## config.mk

```make
export PLATFORM = sky130hd
export DESIGN_NAME = axi_lite_xbar_arb
export DESIGN_NICKNAME = d
export VERILOG_FILES = /design/src/rtl/axi_lite_xbar_arb.sv
export SDC_FILE = /design/constraint.sdc
export NUM_CORES = 1
export LEC_CHECK = 0
export ABC_AREA = 1
export BUFFER_PORTS_ARGS = -buffer_cell sky130_fd_sc_hd__clkbuf_2
export CAP_MARGIN = 20
export CORE_AREA = 5 5 137 139
export CTS_BUF_LIST = sky130_fd_sc_hd__clkbuf_2 sky130_fd_sc_hd__clkbuf_4 sky130_fd_sc_hd__clkbuf_8
export DETAILED_ROUTE_END_ITERATION = 7
export DIE_AREA = 0 0 142 144
export GPL_ROUTABILITY_DRIVEN = 0
export PLACE_DENSITY = 0.43
export SYNTH_ARGS = -nofsm -noshare
export SYNTH_HDL_FRONTEND = slang
export SYNTH_SLANG_ARGS = --single-unit
```

## constraint.sdc

```tcl
create_clock -name clk_i -period 4.06 [get_ports clk_i]
set_input_delay 0.609 -clock clk_i [delete_from_list [all_inputs] [get_ports clk_i]]
set_output_delay 0.609 -clock clk_i [all_outputs]
set_load 0.005 [all_outputs]
```

## src/rtl/axi_lite_xbar_arb.sv

```systemverilog
// Two-master to one-slave AXI-lite arbiter: the IFU (read-only) and the LSU (read/write) share one slave port.
// A single transaction is in flight at a time. The grant is held until its response handshake completes.
module axi_lite_xbar_arb #(
    parameter int ADDR_W = 32,
    parameter int DATA_W = 32,
    parameter int STRB_W = DATA_W / 8
) (
    input  logic              clk_i,
    input  logic              rst_i,
    input  logic              ifu_ar_valid_i,
    input  logic [ADDR_W-1:0] ifu_ar_addr_i,
    output logic              ifu_ar_ready_o,
    output logic              ifu_r_valid_o,
    output logic [DATA_W-1:0] ifu_r_data_o,
    output logic [1:0]        ifu_r_resp_o,
    input  logic              ifu_r_ready_i,
    input  logic              lsu_ar_valid_i,
    input  logic [ADDR_W-1:0] lsu_ar_addr_i,
    output logic              lsu_ar_ready_o,
    output logic              lsu_r_valid_o,
    output logic [DATA_W-1:0] lsu_r_data_o,
    output logic [1:0]        lsu_r_resp_o,
    input  logic              lsu_r_ready_i,
    input  logic              lsu_aw_valid_i,
    input  logic [ADDR_W-1:0] lsu_aw_addr_i,
    output logic              lsu_aw_ready_o,
    input  logic              lsu_w_valid_i,
    input  logic [DATA_W-1:0] lsu_w_data_i,
    input  logic [STRB_W-1:0] lsu_w_strb_i,
    output logic              lsu_w_ready_o,
    output logic              lsu_b_valid_o,
    output logic [1:0]        lsu_b_resp_o,
    input  logic              lsu_b_ready_i,
    output logic              slv_ar_valid_o,
    output logic [ADDR_W-1:0] slv_ar_addr_o,
    input  logic              slv_ar_ready_i,
    input  logic              slv_r_valid_i,
    input  logic [DATA_W-1:0] slv_r_data_i,
    input  logic [1:0]        slv_r_resp_i,
    output logic              slv_r_ready_o,
    output logic              slv_aw_valid_o,
    output logic [ADDR_W-1:0] slv_aw_addr_o,
    input  logic              slv_aw_ready_i,
    output logic              slv_w_valid_o,
    output logic [DATA_W-1:0] slv_w_data_o,
    output logic [STRB_W-1:0] slv_w_strb_o,
    input  logic              slv_w_ready_i,
    input  logic              slv_b_valid_i,
    input  logic [1:0]        slv_b_resp_i,
    output logic              slv_b_ready_o
);

    typedef enum logic [3:0] {
        ST_IDLE      = 4'b0001,
        ST_GNT_IFU_R = 4'b0010,
        ST_GNT_LSU_R = 4'b0100,
        ST_GNT_LSU_W = 4'b1000
    } state_t;

    state_t state_r;
    state_t state_nxt_s;
    logic   last_lsu_r;
    logic   last_lsu_nxt_s;
    logic   req_ifu_s;
    logic   req_lsu_s;

    assign req_ifu_s = ifu_ar_valid_i;
    assign req_lsu_s = lsu_ar_valid_i | lsu_aw_valid_i;

    // State and round-robin history registers; last_lsu resets high so the IFU wins the first contention.
    always_ff @(posedge clk_i or negedge rst_i) begin
        if (!rst_i) begin
            state_r    <= ST_IDLE;
            last_lsu_r <= 1'b1;
        end else begin
            state_r    <= state_nxt_s;
            last_lsu_r <= last_lsu_nxt_s;
        end
    end

    // Next-state logic: arbitrate in IDLE, release the grant on the response handshake.
    always_comb begin
        state_nxt_s    = state_r;
        last_lsu_nxt_s = last_lsu_r;
        case (state_r)
            ST_IDLE: begin
                if (req_ifu_s && (!req_lsu_s || last_lsu_r)) begin
                    state_nxt_s    = ST_GNT_IFU_R;
                    last_lsu_nxt_s = 1'b0;
                end else if (req_lsu_s) begin
                    last_lsu_nxt_s = 1'b1;
                    // The LSU read goes first when it also has a write pending.
                    if (lsu_ar_valid_i) begin
                        state_nxt_s = ST_GNT_LSU_R;
                    end else begin
                        state_nxt_s = ST_GNT_LSU_W;
                    end
                end else begin
                    state_nxt_s = ST_IDLE;
                end
            end
            ST_GNT_IFU_R: begin
                if (slv_r_valid_i && ifu_r_ready_i) begin
                    state_nxt_s = ST_IDLE;
                end else begin
                    state_nxt_s = ST_GNT_IFU_R;
                end
            end
            ST_GNT_LSU_R: begin
                if (slv_r_valid_i && lsu_r_ready_i) begin
                    state_nxt_s = ST_IDLE;
                end else begin
                    state_nxt_s = ST_GNT_LSU_R;
                end
            end
            ST_GNT_LSU_W: begin
                if (slv_b_valid_i && lsu_b_ready_i) begin
                    state_nxt_s = ST_IDLE;
                end else begin
                    state_nxt_s = ST_GNT_LSU_W;
                end
            end
            default: begin
                state_nxt_s = ST_IDLE;
            end
        endcase
    end

    // Channel routing: the granted master's channels pass straight through; all other outputs stay 0.
    always_comb begin
        ifu_ar_ready_o = 1'b0;
        ifu_r_valid_o  = 1'b0;
        ifu_r_data_o   = {DATA_W{1'b0}};
        ifu_r_resp_o   = 2'b00;
        lsu_ar_ready_o = 1'b0;
        lsu_r_valid_o  = 1'b0;
        lsu_r_data_o   = {DATA_W{1'b0}};
        lsu_r_resp_o   = 2'b00;
        lsu_aw_ready_o = 1'b0;
        lsu_w_ready_o  = 1'b0;
        lsu_b_valid_o  = 1'b0;
        lsu_b_resp_o   = 2'b00;
        slv_ar_valid_o = 1'b0;
        slv_ar_addr_o  = {ADDR_W{1'b0}};
        slv_r_ready_o  = 1'b0;
        slv_aw_valid_o = 1'b0;
        slv_aw_addr_o  = {ADDR_W{1'b0}};
        slv_w_valid_o  = 1'b0;
        slv_w_data_o   = {DATA_W{1'b0}};
        slv_w_strb_o   = {STRB_W{1'b0}};
        slv_b_ready_o  = 1'b0;
        case (state_r)
            ST_GNT_IFU_R: begin
                slv_ar_valid_o = ifu_ar_valid_i;
                slv_ar_addr_o  = ifu_ar_addr_i;
                ifu_ar_ready_o = slv_ar_ready_i;
                ifu_r_valid_o  = slv_r_valid_i;
                ifu_r_data_o   = slv_r_data_i;
                ifu_r_resp_o   = slv_r_resp_i;
                slv_r_ready_o  = ifu_r_ready_i;
            end
            ST_GNT_LSU_R: begin
                slv_ar_valid_o = lsu_ar_valid_i;
                slv_ar_addr_o  = lsu_ar_addr_i;
                lsu_ar_ready_o = slv_ar_ready_i;
                lsu_r_valid_o  = slv_r_valid_i;
                lsu_r_data_o   = slv_r_data_i;
                lsu_r_resp_o   = slv_r_resp_i;
                slv_r_ready_o  = lsu_r_ready_i;
            end
            ST_GNT_LSU_W: begin
                slv_aw_valid_o = lsu_aw_valid_i;
                slv_aw_addr_o  = lsu_aw_addr_i;
                lsu_aw_ready_o = slv_aw_ready_i;
                slv_w_valid_o  = lsu_w_valid_i;
                slv_w_data_o   = lsu_w_data_i;
                slv_w_strb_o   = lsu_w_strb_i;
                lsu_w_ready_o  = slv_w_ready_i;
                lsu_b_valid_o  = slv_b_valid_i;
                lsu_b_resp_o   = slv_b_resp_i;
                slv_b_ready_o  = lsu_b_ready_i;
            end
            default: begin
                slv_ar_valid_o = 1'b0;
            end
        endcase
    end

endmodule

```

=== Word level (Yosys, flattened, before mapping) ===
Index checks and enable logic that the tools add are counted.
Widths: inputs -> output; s select.

* Register bits after elaboration: 5
* Bits in latches: 0
* Bits in writable memories: 0
* Memory bits (read-only): 0
* Input port bits: 182
* Output and inout port bits: 182
* Word-level logic and storage cells: 45
* Memories kept: 0

* Add/sub/neg operators: 0
* Multiply operators: 0
* Div/mod/pow operators: 0
* Order comparisons: 0
* Eq/ne operators: 4
* Shift operators: 0
* Multiplexer cells: 30
* Bitwise operators: 1
* Reductions and logical operators: 8

{| class="wikitable"
|+ Operators by type and width
! operator !! count
|-
| $mux 32 || 4
|-
| $pmux 32 s2 || 1
|-
| $mux 4 || 5
|-
| $pmux 4 s4 || 1
|-
| $mux 1 || 12
|-
| $mux 2 || 4
|-
| $eq 4x1->1 const B || 1
|-
| $eq 4x2->1 const B || 1
|-
| $eq 4x3->1 const B || 1
|-
| $eq 4x4->1 const B || 1
|-
| $logic_and 1x1->1 || 4
|-
| $pmux 1 s2 || 2
|-
| $mux 3 || 1
|-
| $reduce_and 2->1 || 1
|-
| $reduce_bool 2->1 || 1
|-
| $logic_not 1->1 || 1
|-
| $logic_or 1x1->1 || 1
|-
| $or 1x1->1 || 1
|}

=== Logic depth before layout (Yosys ltp) ===
* Depth after elaboration: 6
* Mapped depth: 7
* Mapped depth without buffers: 7

=== Worst setup path after synthesis ===
No wires, ideal clock.

* Path kind: reg-to-output
* Start: register state_r[0]
* End: output lsu_r_data_o[21]
* Arrival time: 1.181 ns
* Required time: 3.451 ns
* Path slack: 2.270 ns
* Stages on the path, launching flop included: 7
* Path buffers: 3
* Cells stage by stage: dfstp_2 -> nor2_1 -> buf_2 -> nand2_1 -> buf_2 -> buf_6 -> nor2_1

* Longest elaborated chain between the ends: 2

{| class="wikitable"
|+ Ends and longest elaborated chain
! item !! line !! text
|-
| from (decl) || 60 || <nowiki>state_t state_r;</nowiki>
|-
| from (signal assigned) || 76 || <nowiki>state_r <= state_nxt_s;</nowiki>
|-
| $eq 4x3->1 || 152 || <nowiki>case (state_r)</nowiki>
|-
| $mux 32 || 152 ||
|-
| to (decl) || 21 || <nowiki>output logic [DATA_W-1:0] lsu_r_data_o,</nowiki>
|}

No other way between the ends.

=== Worst setup path after layout ===
* Start: register state_r[0]
* End: output lsu_ar_ready_o

* Longest elaborated chain between the ends: 2

{| class="wikitable"
|+ Ends and longest elaborated chain
! item !! line !! text
|-
| $eq 4x3->1 || 152 ||
|-
| $mux 1 || 152 ||
|-
| to (decl) || 19 || <nowiki>output logic lsu_ar_ready_o,</nowiki>
|}

No other way between the ends.

==> Implementation_results.wiki <==
{| class="wikitable"
! Metric !! Value
|-
| Post-route standard cell area excluding fillers || 0.004010 sq mm
|-
| Worst EP required || 3450 ps
|-
| Crit path launch type || flop
|-
| HP Class || primary input to asynchronous set/reset pin
|-
| Largest fanout on the critical path || 24
|-
| Number of buffers between clock root and the deepest sink || 2
|-
| Setup crit end kind || output pin
|-
| RSZ-0062 raised after global routing || no
|-
| R2R setup slack || 1990 ps
|-
| GRT Util Overall || 10.62%
|-
| Pin count of the biggest net entering global routing || 58
|-
| Ratio of total power to cell area || 300.5 mW/mm^2
|-
| Count of hold buffers inserted by post-cts repair || 0
|-
| Initial antenna violation count || 1
|-
| Timing endpoint of the critical path || lsu_ar_ready_o
|-
| Number of different library cells in the post-synthesis netlist || 17
|-
| Predominant post-synthesis flop cell || sky130_fd_sc_hd__dfrtp_1
|-
| Synthesized flop and latch total || 5
|-
| Mean routed wirelength per cell || 12.31 um
|-
| Maximum level of the CTS H-tree || 1
|-
| Instance count of the mapped netlist || 440
|-
| Synthesis-to-layout area growth || 110.0%
|-
| Total die area || 0.02045 sq mm
|-
| Clock latency of the later-clocked register in the worst-skew pair || 220 ps
|-
| Maximum clock frequency || 322.1 MHz
|-
| Initial core utilization || 10.89%
|-
| Fraction of registers with async set/reset || 100.0%
|-
| Chip Width || 142 um
|-
| Via total after detailed routing || 3709
|-
| Area fraction in and, or, nand and nor cells after synthesis || 61.27%
|-
| Length of the first detailed-routing pass in iterations || 6
|-
| Leakage power total || 3.061 nW
|-
| Max Cap Violations || 0
|-
| Residual antenna-violating net count after detailed routing || 0
|-
| ANT cells || 0
|-
| Num CTS Buffers || 3
|-
| Yosys top cell area share || 30.08%
|-
| Crit share post-route || 76.48%
|-
| Sequential fraction of the synthesis area || 6.684%
|-
| Port Buffer Count || 363
|-
| Cell at the root of the clock tree || sky130_fd_sc_hd__clkbuf_8
|-
| Multiplexer area fraction after synthesis || 0%
|-
| Cell area after technology mapping || 0.001909 sq mm
|-
| Syn Area/Cell || 4.339 sq um
|-
| Clock input transition at the sequential cells of the worst setup and hold paths || 30 ps
|-
| Number of enable flip-flop cells after synthesis || 0
|-
| Number of cell rows || 49
|-
| Leading post-synthesis cells by instance count || sky130_fd_sc_hd__nor2_1, sky130_fd_sc_hd__inv_1, sky130_fd_sc_hd__nand3_1
|-
| Fraction of final layout cells with drive strength greater than 1 || 49.05%
|-
| Top cells by area in the synthesized netlist || sky130_fd_sc_hd__nor2_1, sky130_fd_sc_hd__inv_1, sky130_fd_sc_hd__nand3_1
|-
| Final count of negative-setup-slack endpoints || 0
|-
| Total length of routed wires || 12500 um
|-
| Number of warnings printed during yosys synthesis || 0
|-
| Reg-to-reg critical path endpoint || state_r[2]$_DFF_PN0_
|-
| Area share of fa/ha/maj cells after synthesis || 0%
|-
| Synth area leader || sky130_fd_sc_hd__nor2_1
|-
| Fin Clk Skew || 0.06467 ps
|-
| Height of the die || 144 um
|-
| Most frequently used cell type in the post-synthesis netlist || sky130_fd_sc_hd__nor2_1
|-
| Worst R2R Start || state_r[0]$_DFF_PN1_
|-
| I/O pin cnt || 364
|-
| Vias in the first global route || 3463
|-
| Compound-cell area share of the yosys netlist || 1.114%
|-
| Arrival time of the worst setup path || 2500 ps
|-
| Hold Fails Final Rpt || 0
|-
| Setup repair bufs after CTS || 0
|-
| Reg2Reg Depth || 3
|-
| First element of the critical path || state_r[0]$_DFF_PN1_
|-
| Max VDD drop || 141.4 uV
|-
| Post-synthesis xor/xnor area fraction || 0%
|-
| Post-DP HPWL || 10460 um
|-
| Final min period || 3105 ps
|-
| Tightest Pin Transition || 867.4 ps
|-
| Post_cts resized || 0
|-
| Run status || completed
|-
| Worst slew slack as a fraction of its limit || 42.03%
|-
| Number of sinks driven by the clock tree || 5
|-
| Final net count || 970
|-
| Post-route DRC violation count || 0
|-
| TritonCTS clock tree || yes
|-
| First-pass GRT wire length || 17420 um
|-
| Cell Area, Placed || 0.003941 sq mm
|-
| Gr ovfl total || 0
|-
| Via density || 3.651
|-
| Final-report max-slew violation count || 0
|-
| Main combinational cell family by area after synthesis || simple AND/OR/NAND/NOR gates
|-
| Final setup TNS || 0 ps
|-
| Core footprint || 0.01753 sq mm
|-
| Synth Net Count || 622
|-
| Drt first-iter violations || 126
|-
| Path type of the worst setup path || flop to output pin
|}
## final cells by class
| class | count | area, sq um |
|---|---|---|
| Fill cell | 2054 | 13520 |
| Timing Repair Buffer | 372 | 1897 |
| Sequential cell | 5 | 127.6 |
| Multi-Input combinational cell | 285 | 1196 |
| Clock buffer | 4 | 48.80 |
| Inverter | 121 | 454.2 |
| Tap cell | 229 | 286.5 |
## flip-flops by register name, summed over array words and instances, names as in the netlist
signal and count:
last_lsu_r 1, state_r 4
## worst min-delay path by stage
| stage | from | to | slack (ps) |
|---|---|---|---|
| 2_1_floorplan | rst_i | state_r[1]$_DFF_PN0_ | 310 |
| 3_3_place_gp | rst_i | state_r[1]$_DFF_PN0_ | 430 |
| 3_5_place_dp | rst_i | state_r[1]$_DFF_PN0_ | 430 |
| 4_1_cts | rst_i | state_r[1]$_DFF_PN0_ | 200 |
| 5_1_grt | rst_i | state_r[1]$_DFF_PN0_ | 190 |
| 6_report | rst_i | state_r[1]$_DFF_PN0_ | 200 |
## critical path, cell delays in order, from the launching register on
cell and delay [ps]:
sky130_fd_sc_hd__dfstp_2 370, sky130_fd_sc_hd__nor2_2 540, sky130_fd_sc_hd__nand2_1 690, sky130_fd_sc_hd__buf_4 430, sky130_fd_sc_hd__nor2_1 120, sky130_fd_sc_hd__clkbuf_2 130
## cells by family (layout without fill, tap and decap cells)
logic type | count (synthesis) | after routing
compound gates | 4 | 4
buf+inv | 150 | 497
flops | 5 | 5
simple gates | 281 | 281
## report_power, final
| group | total (mW) | internal (mW) | switching (mW) |
|---|---|---|---|
| Clock | 0.0968 | 0.0739 | 0.0228 |
| Combinational | 1.01 | 0.361 | 0.646 |
| Sequential | 0.101 | 0.0802 | 0.0212 |
| Total | 1.21 | 0.515 | 0.690 |
## cell usage in the layout, fill, tap and decap left out, types with 2 or more instances in the layout
cell,synthesis,layout
sky130_fd_sc_hd__nor2_1,153,152
sky130_fd_sc_hd__dfrtp_1,3,3
sky130_fd_sc_hd__nand2_1,50,49
sky130_fd_sc_hd__o21ai_0,2,2
sky130_fd_sc_hd__nand3_1,72,72
sky130_fd_sc_hd__nand4_1,2,2
sky130_fd_sc_hd__dfstp_2,2,2
sky130_fd_sc_hd__nor2_2,2,3
sky130_fd_sc_hd__nor2_4,2,2
sky130_fd_sc_hd__inv_2,2,2
sky130_fd_sc_hd__clkbuf_2,0,363
sky130_fd_sc_hd__clkbuf_8,0,3
sky130_fd_sc_hd__buf_4,0,8
sky130_fd_sc_hd__inv_1,119,119
## stage by stage
step / hold WS [ps] / util, % / setup slack (ps) / power [mW] / instances
floorplan: 313.4 / - / 2270 / 0.6356 / 440
global placement: 429.8 / 22.48 / 1034 / 1.135 / 1011
detailed placement: 427.0 / 22.48 / 1008 / 1.128 / 1011
CTS: 197.5 / 22.76 / 781.2 / 1.229 / 1015
global route: 194.8 / 22.87 / 748.2 / 1.339 / 1016
finish: 197.9 / 22.87 / 955.0 / 1.205 / 1016
## per-layer routing
metal / track usage [%] / vias to the layer above / routed length [um]
met2: 20.55 / 193 / 6646
met1: 11.90 / 1556 / 4590
met3: 2.149 / 10 / 1131
li1: - / 1948 / -
met5: 0 / - / 7
met4: 2.374 / 2 / 127
Note: power is estimated with default switching activity, not from simulation.
